--- config.mk ---
export PLATFORM = sky130hd
export DESIGN_NAME = h2c_axis_upsizer
export DESIGN_NICKNAME = d
export VERILOG_FILES = /design/src/rtl/h2c_axis_upsizer.sv
export SDC_FILE = /design/constraint.sdc
export NUM_CORES = 1
export LEC_CHECK = 0
export ABC_AREA = 0
export BUFFER_PORTS_ARGS = -buffer_cell sky130_fd_sc_hd__buf_2
export CAP_MARGIN = 20
export CORE_ASPECT_RATIO = 0.75
export CORE_MARGIN = 2
export CORE_UTILIZATION = 45
export CTS_BUF_LIST = sky130_fd_sc_hd__clkbuf_4 sky130_fd_sc_hd__clkbuf_8 sky130_fd_sc_hd__clkbuf_16
export DETAILED_ROUTE_END_ITERATION = 7
export PLACE_DENSITY = 0.65
export SLEW_MARGIN = 40
export SYNTH_ARGS = -nofsm -noshare
export SYNTH_HDL_FRONTEND = slang
export SYNTH_SLANG_ARGS = --single-unit
--- constraint.sdc ---
create_clock -name clk -period 12.59 [get_ports clk]
set_clock_uncertainty 0.2 [all_clocks]
set_input_delay 2.518 -clock clk [delete_from_list [all_inputs] [get_ports clk]]
set_output_delay 2.518 -clock clk [all_outputs]
set_load 0.02 [all_outputs]
--- src/rtl/h2c_axis_upsizer.sv ---
// 64-to-128-bit AXI-Stream upsizer for the XDMA H2C path: packs beat pairs, keeps packet
// boundaries, buffers words in a small output FIFO and exposes packet/keep-error debug status.
module h2c_axis_upsizer #(
    parameter int unsigned OUT_DEPTH = 2,
    parameter int unsigned CNT_W     = 16
) (
    input  logic             clk,
    input  logic             rst,
    input  logic [63:0]      s_axis_tdata,
    input  logic [7:0]       s_axis_tkeep,
    input  logic             s_axis_tlast,
    input  logic             s_axis_tvalid,
    output logic             s_axis_tready,
    output logic [127:0]     m_axis_tdata,
    output logic [15:0]      m_axis_tkeep,
    output logic             m_axis_tlast,
    output logic             m_axis_tvalid,
    input  logic             m_axis_tready,
    output logic [CNT_W-1:0] pkt_cnt,
    output logic             keep_err
);
    localparam int unsigned PW = $clog2(OUT_DEPTH);
    localparam int unsigned CW = $clog2(OUT_DEPTH + 1);

    typedef enum logic {LOW, HIGH} state_t;

    state_t           state_q;
    logic [63:0]      low_data_q;
    logic [7:0]       low_keep_q;
    logic [127:0]     mem_data_q [OUT_DEPTH];
    logic [15:0]      mem_keep_q [OUT_DEPTH];
    logic             mem_last_q [OUT_DEPTH];
    logic [PW-1:0]    wr_ptr_q, rd_ptr_q;
    logic [CW-1:0]    count_q, count_d;
    logic [CNT_W-1:0] pkt_cnt_q;
    logic             keep_err_q;

    logic             in_fire, pop, push, push_last, keep_bad;
    logic [127:0]     push_data;
    logic [15:0]      push_keep;

    assign in_fire = s_axis_tvalid && s_axis_tready;
    assign pop     = m_axis_tvalid && m_axis_tready;

    // A last beat's keep is contiguous from bit 0 exactly when keep & (keep+1) is zero.
    assign keep_bad = in_fire && (s_axis_tlast ? |(s_axis_tkeep & (s_axis_tkeep + 8'd1))
                                                : (s_axis_tkeep != 8'hFF));

    always_comb begin
        push      = 1'b0;
        push_data = '0;
        push_keep = '0;
        push_last = 1'b0;
        if (in_fire) begin
            if (state_q == HIGH) begin
                push      = 1'b1;
                push_data = {s_axis_tdata, low_data_q};
                push_keep = {s_axis_tkeep, low_keep_q};
                push_last = s_axis_tlast;
            end else if (s_axis_tlast) begin
                push      = 1'b1;
                push_data = {64'h0, s_axis_tdata};
                push_keep = {8'h00, s_axis_tkeep};
                push_last = 1'b1;
            end
        end
    end

    always_comb begin
        count_d = count_q;
        if (push && !pop) begin
            count_d = count_q + CW'(1);
        end else if (!push && pop) begin
            count_d = count_q - CW'(1);
        end
    end

    always_ff @(posedge clk) begin
        if (push) begin
            mem_data_q[wr_ptr_q] <= push_data;
            mem_keep_q[wr_ptr_q] <= push_keep;
            mem_last_q[wr_ptr_q] <= push_last;
        end
    end

    always_ff @(posedge clk) begin
        if (rst) begin
            state_q    <= LOW;
            low_data_q <= '0;
            low_keep_q <= '0;
            wr_ptr_q   <= '0;
            rd_ptr_q   <= '0;
            count_q    <= '0;
            pkt_cnt_q  <= '0;
            keep_err_q <= 1'b0;
        end else begin
            keep_err_q <= keep_bad;
            count_q    <= count_d;
            if (push) begin
                wr_ptr_q <= wr_ptr_q + PW'(1);
            end
            if (pop) begin
                rd_ptr_q <= rd_ptr_q + PW'(1);
            end
            if (pop && m_axis_tlast) begin
                pkt_cnt_q <= pkt_cnt_q + CNT_W'(1);
            end
            if (in_fire) begin
                if (state_q == LOW) begin
                    if (!s_axis_tlast) begin
                        low_data_q <= s_axis_tdata;
                        low_keep_q <= s_axis_tkeep;
                        state_q    <= HIGH;
                    end
                end else begin
                    state_q <= LOW;
                end
            end
        end
    end

    // Ready comes only from the registered occupancy, so no input-to-output combinational path.
    assign s_axis_tready = !rst && (count_q < CW'(OUT_DEPTH));
    assign m_axis_tvalid = (count_q != '0);
    assign m_axis_tdata  = m_axis_tvalid ? mem_data_q[rd_ptr_q] : '0;
    assign m_axis_tkeep  = m_axis_tvalid ? mem_keep_q[rd_ptr_q] : '0;
    assign m_axis_tlast  = m_axis_tvalid ? mem_last_q[rd_ptr_q] : 1'b0;
    assign pkt_cnt       = pkt_cnt_q;
    assign keep_err      = keep_err_q;

endmodule

# After elaboration in Yosys (flattened, before gate mapping)
# Memory sizes are Yosys's and may differ from the RTL's. A register that Yosys moved wholly into a read port is not among the register bits.
# Index checks and enable logic that the tools add are counted.
[word_totals]
ff_bits = 94
inputBits = 77
ram_bits = 290
n_memories = 3
output_inout_bits = 164
wordCells = 63
[op_classes]
n_eq_ne = 1
bitwise_logic = 3
mux = 27
order_cmp = 1
reduce_logical = 14
add_sub_neg = 6
[memory_table]
columns = ["name", "depth", "word_bits", "read_ports", "rd_ports_with_merged_regs", "write_ports", "line", "source"]
rows = [
  ["mem_data_q", 2, 128, 1, 1, 1, "30", "logic [127:0] mem_data_q [OUT_DEPTH];"],
  ["mem_keep_q", 2, 16, 1, 1, 1, "31", "logic [15:0] mem_keep_q [OUT_DEPTH];"],
  ["mem_last_q", 2, 1, 1, 1, 1, "32", "logic mem_last_q [OUT_DEPTH];"],
]
[ops]
columns = ["operator", "n"]
rows = [
  ["$mux W128", 3],
  ["$mux W64", 1],
  ["$mux W16", 3],
  ["$mux W1", 17],
  ["$add A16 B1 Y16 const B", 1],
  ["$add A8 B1 Y8 const B", 1],
  ["$and A8 B8 Y8", 1],
  ["$mux W8", 1],
  ["$ne A8 B8 Y1 const B", 1],
  ["$reduce_or A8 Y1", 1],
  ["$logic_and A1 B1 Y1", 7],
  ["$mux W2", 2],
  ["$reduce_bool A2 Y1", 2],
  ["$logic_not A1 Y1", 3],
  ["$reduce_and A3 Y1", 1],
  ["$add A1 B1 Y1 const B", 2],
  ["$add A2 B1 Y2 const B", 1],
  ["$lt A2 B2 Y1 const B", 1],
  ["$not A1 Y1", 2],
  ["$sub A2 B1 Y2 const B", 1],
]

# Longest topological paths before layout
# Gate-level depths: netlist of the first run.
[logic_depth]
depth_word = 8
ltp_mapped = 7
depth_no_buf = 7

# Worst setup path before layout of the first run
# OpenSTA, ideal clock, no wires.
[synth_timing]
kind = "input port to flip-flop"
startpoint = "input port rst"
endpoint = "memory mem_data_q[0][0] (enable)"
arrival_ns = 9.431
setup_ns = 0.652
setup_slack_ns = 2.307
required_time_ns = 11.738
stages = 5
path_buffers = 2
path_cell_list = "nor3b_1 > o21ai_1 > clkbuf_1 > clkbuf_1 > nor2_1"
[synth_via]
elab_chain_cells = 6
[synth_lines]
columns = ["item", "line", "source"]
rows = [
  ["start: declaration", "8", "input logic rst,"],
  ["$logic_not A1 Y1", "123", "assign s_axis_tready = !rst && (count_q < CW'(OUT_DEPTH));"],
  ["$logic_and A1 B1 Y1", "123", ""],
  ["$logic_and A1 B1 Y1", "42", "assign in_fire = s_axis_tvalid && s_axis_tready;"],
  ["$mux W1", "54", "if (in_fire) begin"],
  ["$mux W1", "79", "if (push) begin"],
  ["$mux W1 (not written as such)", "80", "mem_data_q[wr_ptr_q] <= push_data;"],
  ["end: declaration", "30", ""],
]
# No other way between the ends.

==> results of run 1 <==
worst min path at each step:
stage | from | endpoint | slack, ps | depth (start not counted)
4_1_cts | low_data_q[14]$_SDFFE_PP0P_ | low_data_q[14]$_SDFFE_PP0P_ | 250 | 2
5_1_grt | low_data_q[36]$_SDFFE_PP0P_ | low_data_q[36]$_SDFFE_PP0P_ | 270 | 2
6_report | low_data_q[0]$_SDFFE_PP0P_ | low_data_q[0]$_SDFFE_PP0P_ | 250 | 2
3_3_place_gp | low_data_q[20]$_SDFFE_PP0P_ | low_data_q[20]$_SDFFE_PP0P_ | 240 | 2
3_5_place_dp | low_keep_q[4]$_SDFFE_PP0P_ | low_keep_q[4]$_SDFFE_PP0P_ | 250 | 2
2_1_floorplan | low_data_q[0]$_SDFFE_PP0P_ | low_data_q[0]$_SDFFE_PP0P_ | 240 | 2
registers in the layout (all words and copies together), names as in the netlist, 2 cells and up, named ones only:
register and cells:
low_data_q 64, low_keep_q 8, mem_keep_q 32, pkt_cnt 16, count_q 2, mem_data_q 256, mem_last_q 2
critical path, delay by kind of cell, from the launching register on:
kind | cells | cell delay, ps
buffers and inverters | 3 | 1460
multiplexers | 1 | 360
flip-flops | 1 | 800
AND/OR/NAND/NOR | 1 | 80
area by class of cell:
| cell class | count | area [um^2] |
|---|---|---|
| Clock buffer | 54 | 1150 |
| Clock inverter | 15 | 90.1 |
| Multi-Input combinational cell | 823 | 5040 |
| Tap cell | 457 | 572 |
| Timing Repair Buffer | 256 | 1380 |
| Inverter | 2 | 7.51 |
| Fill cell | 2960 | 16000 |
| Sequential cell | 385 | 10600 |
per-stage QoR:
stage | instance area (um^2) | setup WS, ps
floorplan | 16000 | 2310
global placement | 17500 | 6040
detailed placement | 17600 | 6360
CTS | 18800 | 6480
finish | 18900 | 6480
global route | 18900 | 6340
kinds of logic (layout without fill, tap and decap cells):
logic type,Yosys count,in the layout,share of synthesized area
compound gates,90,90,0.0297
xor+xnor,12,12,0.00658
fa+ha+maj,2,2,0.00157
buf+inv,92,327,0.0234
flops,385,385,0.664
mux,222,222,0.139
simple gates,497,497,0.135
per-layer routing:
layer / wire (um) / vias to the layer above / track usage
li1: - / 5007 / -
met1: 17800 / 5089 / 0.293
met2: 17200 / 292 / 0.308
met3: 2090 / 53 / 0.0342
met4: 631 / 2 / 0.0508
met5: 10 / - / 0
cells in the final DEF, fill, tap and decap left out, types with 2 or more instances in the layout:
master	n
a21oi_1	79
a31o_1	3
and3_1	73
buf_2	239
buf_4	6
buf_6	9
clkbuf_16	41
clkbuf_4	9
clkbuf_8	5
clkinv_1	8
clkinv_2	6
dfxtp_1	93
dfxtp_4	2
edfxtp_1	290
ha_1	2
mux2_1	4
mux2i_1	218
nand2_1	151
nand2b_1	3
nand3_1	4
nand4_1	3
nor2_1	240
nor2_4	2
nor2b_1	4
nor3_1	2
nor4_1	4
nor4_4	2
o21ai_0	3
xnor2_1	9
xor2_1	3
power groups by stage:
stage	registers, mW	logic [mW]	clock network [mW]
floorplan	1.48	0.745	0
global placement	1.50	1.09	0
detailed placement	1.51	1.10	0
CTS	1.48	1.10	1.14
global route	1.48	1.17	1.19
finish	1.48	1.09	1.12
==> impl_results.md, run 1 <==
- Status: finished, violations left
- Failing checks: DRC
- First-pass DRT Iterations: 7
- WS Path Type: reg2out
- Gpl congestion: 0.758
- Power Dens Cells: 195 nW/um^2
- Die H: 167 um
- Fin nets: 1,585
- Most common cell on crit path: buf_6
- R2R Path End: mem_keep_q[1][3]$_DFFE_PP_
- Top FF cell, synth: edfxtp_1
- Tot GR Track Use: 0.199
- Critical Path Sink Type: output pin
- Clock Power Share: 0.303
- Cells after DPL: 1,922
- Final worst path period share: 0.486
- Area share of the largest cell type after synthesis: 0.545
- Reg2reg start: count_q[1]$_SDFFE_PP0P_
- Post-CTS Setup Bufs: 0
- Max Transition Viols Final: 0
- Worst vdd ir: 0.148 mV
- Register bit count reported by yosys: just under 400
- Reg2reg path depth: 7
- Core Area: 34,800 um^2
- Vias in the first global route: just over 10,000
- Clock Root Buffer: clkbuf_16
- Clock slew seen by the registers of the worst setup and hold paths: 60 ps
- Rel. slew slack: 0.456
- Largest net degree at the start of global routing: 83
- Part of the Yosys area used for sequential elements: 0.664
- # diodes: 0
- Crit-path cells: buf_6, buf_6, mux2i_1, nor2_1, buf_2
- Worst-Margin Slew: 816 ps
- Tot Pwr: 3.69 mW
- Syn Area/Cell: 12.3 um^2
- Vias: 10,400
- First-pass GRT wire length: 57,900 um
- Routed wire length per instance: around 19 um
- DRC viols: 13
- Switching share of power: 0.340
- Critical path arrival: 3390 ps
- Leakage dissipation: about 7.0 nW
- Slowest cell on the critical path: dfxtp_4
- Layout cell share with drive strength beyond 1: 0.215
- Synth area leader: edfxtp_1
- Final Hold Vio Count: 0
- Critical Path Max Stage Delay: 800 ps
- Synth warn: 0
- Crit path to: m_axis_tdata[47]
- Internal Power: 2.43 mW
- CP Max Fanout: 55
- Final wirelength: 37,700 um
- Post-synth EDFFs: 290
- CTS tree: yes
- Required time worst endpoint: 9870 ps
- Unrepaired setup endpoints after global routing: no
- R2R Setup Slk: 8810 ps
- DP HPWL: 21,700 um
- Cell variety after synth: 36
- Die width: 222 um
- H-tree depth: 2
- Final setup vio count: 0
- Ranking of synthesized cells by area: edfxtp_1 (55%), mux2i_1 (14%), dfxtp_1 (12%)
- Max capacitance violation total: 0
- TritonCTS buffer count: 38
- Port buffer count: 240
- Minimum clock period: 6110 ps
- Clock buffer depth: 3
- Gr ovfl total: 0
- Initial Utilization: 0.458
- Area Overhead vs Synth: 18.1%
- Count leader, synth: edfxtp_1
- Util after Layout: 0.541
- Share of flip-flops with an asynchronous set or reset: 0
- Vias per cell: 5.24
- Site Rows: 59
- Die area: around 37,000 um^2
- Mapped Area: 16,000 um^2
- Sw power: around 1.3 mW
- Comb power frac: 0.296
- Peak Freq: 0.164 GHz
- Sink Count: 385
- Drt first-iter violations: 709
- Total I/O pin count: 241
- Setup TNS: 0 ps
- Worst skew pair latency: about 530 ps
- Cells after synthesis: 1,300
- Synthesized net count: 1,379
- Commonest cells in the netlist: edfxtp_1 (290), nor2_1 (242), mux2i_1 (218)
- Hold Worst Slack: between 200 and 300 ps
- Cts hold-fix bufs: 0
- Non-Filler Instances: 1,992
- Post-CTS sizing: 0
- Sequential share of power: 0.401
- HP Class: reg2reg
- Antenna-violating nets left: 0
- Antenna violations before repair: 2
- Worst setup SP type: register
No activity file was read; power rests on OpenSTA's default activity.
==> run 2: changes to the inputs <==
--- a/config.mk
+++ b/config.mk
@@ -13,7 +13,7 @@
 export CORE_UTILIZATION = 45
 export CTS_BUF_LIST = sky130_fd_sc_hd__clkbuf_4 sky130_fd_sc_hd__clkbuf_8 sky130_fd_sc_hd__clkbuf_16
 export DETAILED_ROUTE_END_ITERATION = 7
-export PLACE_DENSITY = 0.65
+export PLACE_DENSITY = 0.68
 export SLEW_MARGIN = 40
 export SYNTH_ARGS = -nofsm -noshare
 export SYNTH_HDL_FRONTEND = slang
==> constraint.sdc (replaced) <==
create_clock -name clk -period 4.9 [get_ports clk]
set_clock_uncertainty 0.2 [all_clocks]
set_input_delay 0.98 -clock clk [delete_from_list [all_inputs] [get_ports clk]]
set_output_delay 0.98 -clock clk [all_outputs]
set_load 0.02 [all_outputs]
==> impl_results.md, run 2 (synthesized netlist as in run 1, its figures left out) <==
- Status: finished, violations left (unchanged)
- Failing checks: DRC (unchanged)
- Final Hold Vio Count: 0 (unchanged)
- Cells after DPL: 1,928 (was 1,922)
- Antenna-violating nets left: 0 (unchanged)
- Leakage dissipation: 7.16 nW (was 7.05 nW)
- Max capacitance violation total: 0 (unchanged)
- Worst-Margin Slew: 725 ps (was 816 ps)
- DRC viols: 26 (was 13)
- R2R Setup Slk: 2410 ps (was 8810 ps)
- Core Area: 34,800 um^2 (unchanged)
- Leading cell types in the layout, fill and taps excluded: edfxtp_1 (290), nor2_1 (240), buf_2 (239), mux2i_1 (218), nand2_1 (151) (unchanged)
- Most common cell after layout, fill and taps aside: edfxtp_1 (unchanged)
- Placed instance area: 17,700 um^2 (was 17,600 um^2)
- Critical path arrival: 2300 ps (was 3390 ps)
- Power Dens Cells: 511 nW/um^2 (was 195 nW/um^2)
- Die H: 167 um (unchanged)
- Final setup vio count: 0 (unchanged)
- CP Max Fanout: 27 (was 55)
- Fin nets: 1,591 (was 1,585)
- First-pass DRT Iterations: 7 (unchanged)
- Final wirelength: 36,200 um (was 37,700 um)
- Biggest register: mem_data_q (unchanged)
- Drt first-iter violations: 792 (was 709)
- Gr ovfl total: 0 (unchanged)
- Worst skew pair latency: 530 ps (about the same)
- Post-CTS sizing: 0 (unchanged)
- Die area: 37,000 um^2 (unchanged)
- WS Path Type: reg2out (unchanged)
- Vias per cell: 5.21 (was 5.24)
- Max Transition Viols Final: 0 (unchanged)
- Rel. slew slack: 0.517 (was 0.456)
- Worst vdd ir: 0.317 mV (was 0.148 mV)
- Vias in the first global route: 10,500 (was 10,300)
- Peak Freq: 0.287 GHz
- Tot GR Track Use: 0.194 (was 0.199)
- Reg2reg path depth: 5 (was 7)
- Setup TNS: 0 ps (unchanged)
- Sink Count: 385 (unchanged)
- Design Area, Final: 19,100 um^2 (was 18,900 um^2)
- Non-Filler Instances: 2,001 (was 1,992)
- Vias: 10,400 (about the same)
- Total I/O pin count: 241 (unchanged)
- TritonCTS buffer count: 39 (was 38)
- First-pass GRT wire length: 57,100 um (was 57,900 um)
- Gpl congestion: 0.711 (was 0.758)
- Die width: 222 um (unchanged)
- Max FFs per register: 256 (unchanged)
- Area Overhead vs Synth: 19.7% (was 18.1%)
- Site Rows: 59 (unchanged)
- Required time worst endpoint: 3720 ps (was 9870 ps)
- H-tree depth: 2 (unchanged)
- Largest net degree at the start of global routing: 146 (was 83)
- Hold Worst Slack: 252 ps (about the same)
- Clock buffer depth: 3 (unchanged)
- R2R Path End: low_data_q[28]$_SDFFE_PP0P_ (was mem_keep_q[1][3]$_DFFE_PP_)
- Cts hold-fix bufs: 0 (unchanged)
- Unrepaired setup endpoints after global routing: no (unchanged)
- Layout cell share with drive strength beyond 1: 0.224 (was 0.215)
- Clock slew seen by the registers of the worst setup and hold paths: 60 ps (about the same)
- Initial Utilization: 0.458 (unchanged)
- Antenna violations before repair: 5 (was 2)
- Minimum clock period: 3480 ps
- DP HPWL: 21,400 um (was 21,700 um)
- Worst setup SP type: register (unchanged)
- Crit path to: m_axis_tkeep[13] (was m_axis_tdata[47])
- Port buffer count: 240 (unchanged)
- Routed wire length per instance: 18.1 um (was 18.9 um)
- Final worst path period share: 0.710
- Critical Path Sink Type: output pin (unchanged)
- HP Class: reg2reg (unchanged)
- Clock Root Buffer: clkbuf_16 (unchanged)
- CTS tree: yes (unchanged)
- Reg2reg start: count_q[1]$_SDFFE_PP0P_ (unchanged)
- Biggest regs: mem_data_q (256), low_data_q (64), mem_keep_q (32) (unchanged)
- Post-CTS Setup Bufs: 0 (unchanged)
[run 2: cell count changes in the layout (fill, tap and decap cells not counted), sizes merged]
cell,before,now
clkinv,14,5
buf,255,261
clkbuf,55,61
bufinv,1,4
diode,0,2
clkinvlp,0,1
[run 2: area by class of cell]
type                            instances  area (um^2)
Inverter                                2         7.51
Fill cell                            2929        15700
Sequential cell                       385        10600
Antenna cell                            2         5.00
Clock buffer                           61         1240
Multi-Input combinational cell        823         5040
Timing Repair Buffer                  261         1470
Clock inverter                         10          156
Tap cell                              457          572
[run 2: metrics by stage]
stage / util / worst slack, ps / power, mW
CTS: 0.548 / 1400 / 9.88
finish: 0.549 / 1420 / 9.76
detailed placement: 0.508 / 1270 / 6.72
global placement: 0.506 / 1130 / 6.69
global route: 0.548 / 1310 / 10.2
floorplan: - / 235 / 5.70
[run 2: worst max-delay path, cell delays in order (launching register included)]
cell     delay, ps
dfxtp_4        610
buf_12         280
buf_4          290
mux2i_1        320
nor2_1          70
buf_2          180
[run 2: worst min-delay path by stage]
| stage | start | cells after the start | endpoint | slack [ps] |
|---|---|---|---|---|
| detailed placement | low_data_q[36]$_SDFFE_PP0P_ | 2 | low_data_q[36]$_SDFFE_PP0P_ | 250 |
| finish | low_data_q[36]$_SDFFE_PP0P_ | 2 | low_data_q[36]$_SDFFE_PP0P_ | 250 |
| global placement | low_keep_q[4]$_SDFFE_PP0P_ | 2 | low_keep_q[4]$_SDFFE_PP0P_ | 240 |
| floorplan | low_data_q[0]$_SDFFE_PP0P_ | 2 | low_data_q[0]$_SDFFE_PP0P_ | 240 |
| CTS | low_data_q[36]$_SDFFE_PP0P_ | 2 | low_data_q[36]$_SDFFE_PP0P_ | 250 |
| global route | low_data_q[63]$_SDFFE_PP0P_ | 2 | low_data_q[63]$_SDFFE_PP0P_ | 270 |
[run 2: where the power goes]
group          total (mW)  switching, mW  internal, mW
clock network        3.15           1.20          1.95
logic                2.84           1.92         0.919
registers            3.77          0.105          3.66
total                9.76           3.23          6.54
[run 2: routing by layer]
| metal | part of all wire | GRT usage |
|---|---|---|
| met4 | 0.015 | 0.0449 |
| met5 | 0.00077 | 0 |
| met1 | 0.46 | 0.271 |
| met2 | 0.46 | 0.317 |
| met3 | 0.060 | 0.0377 |
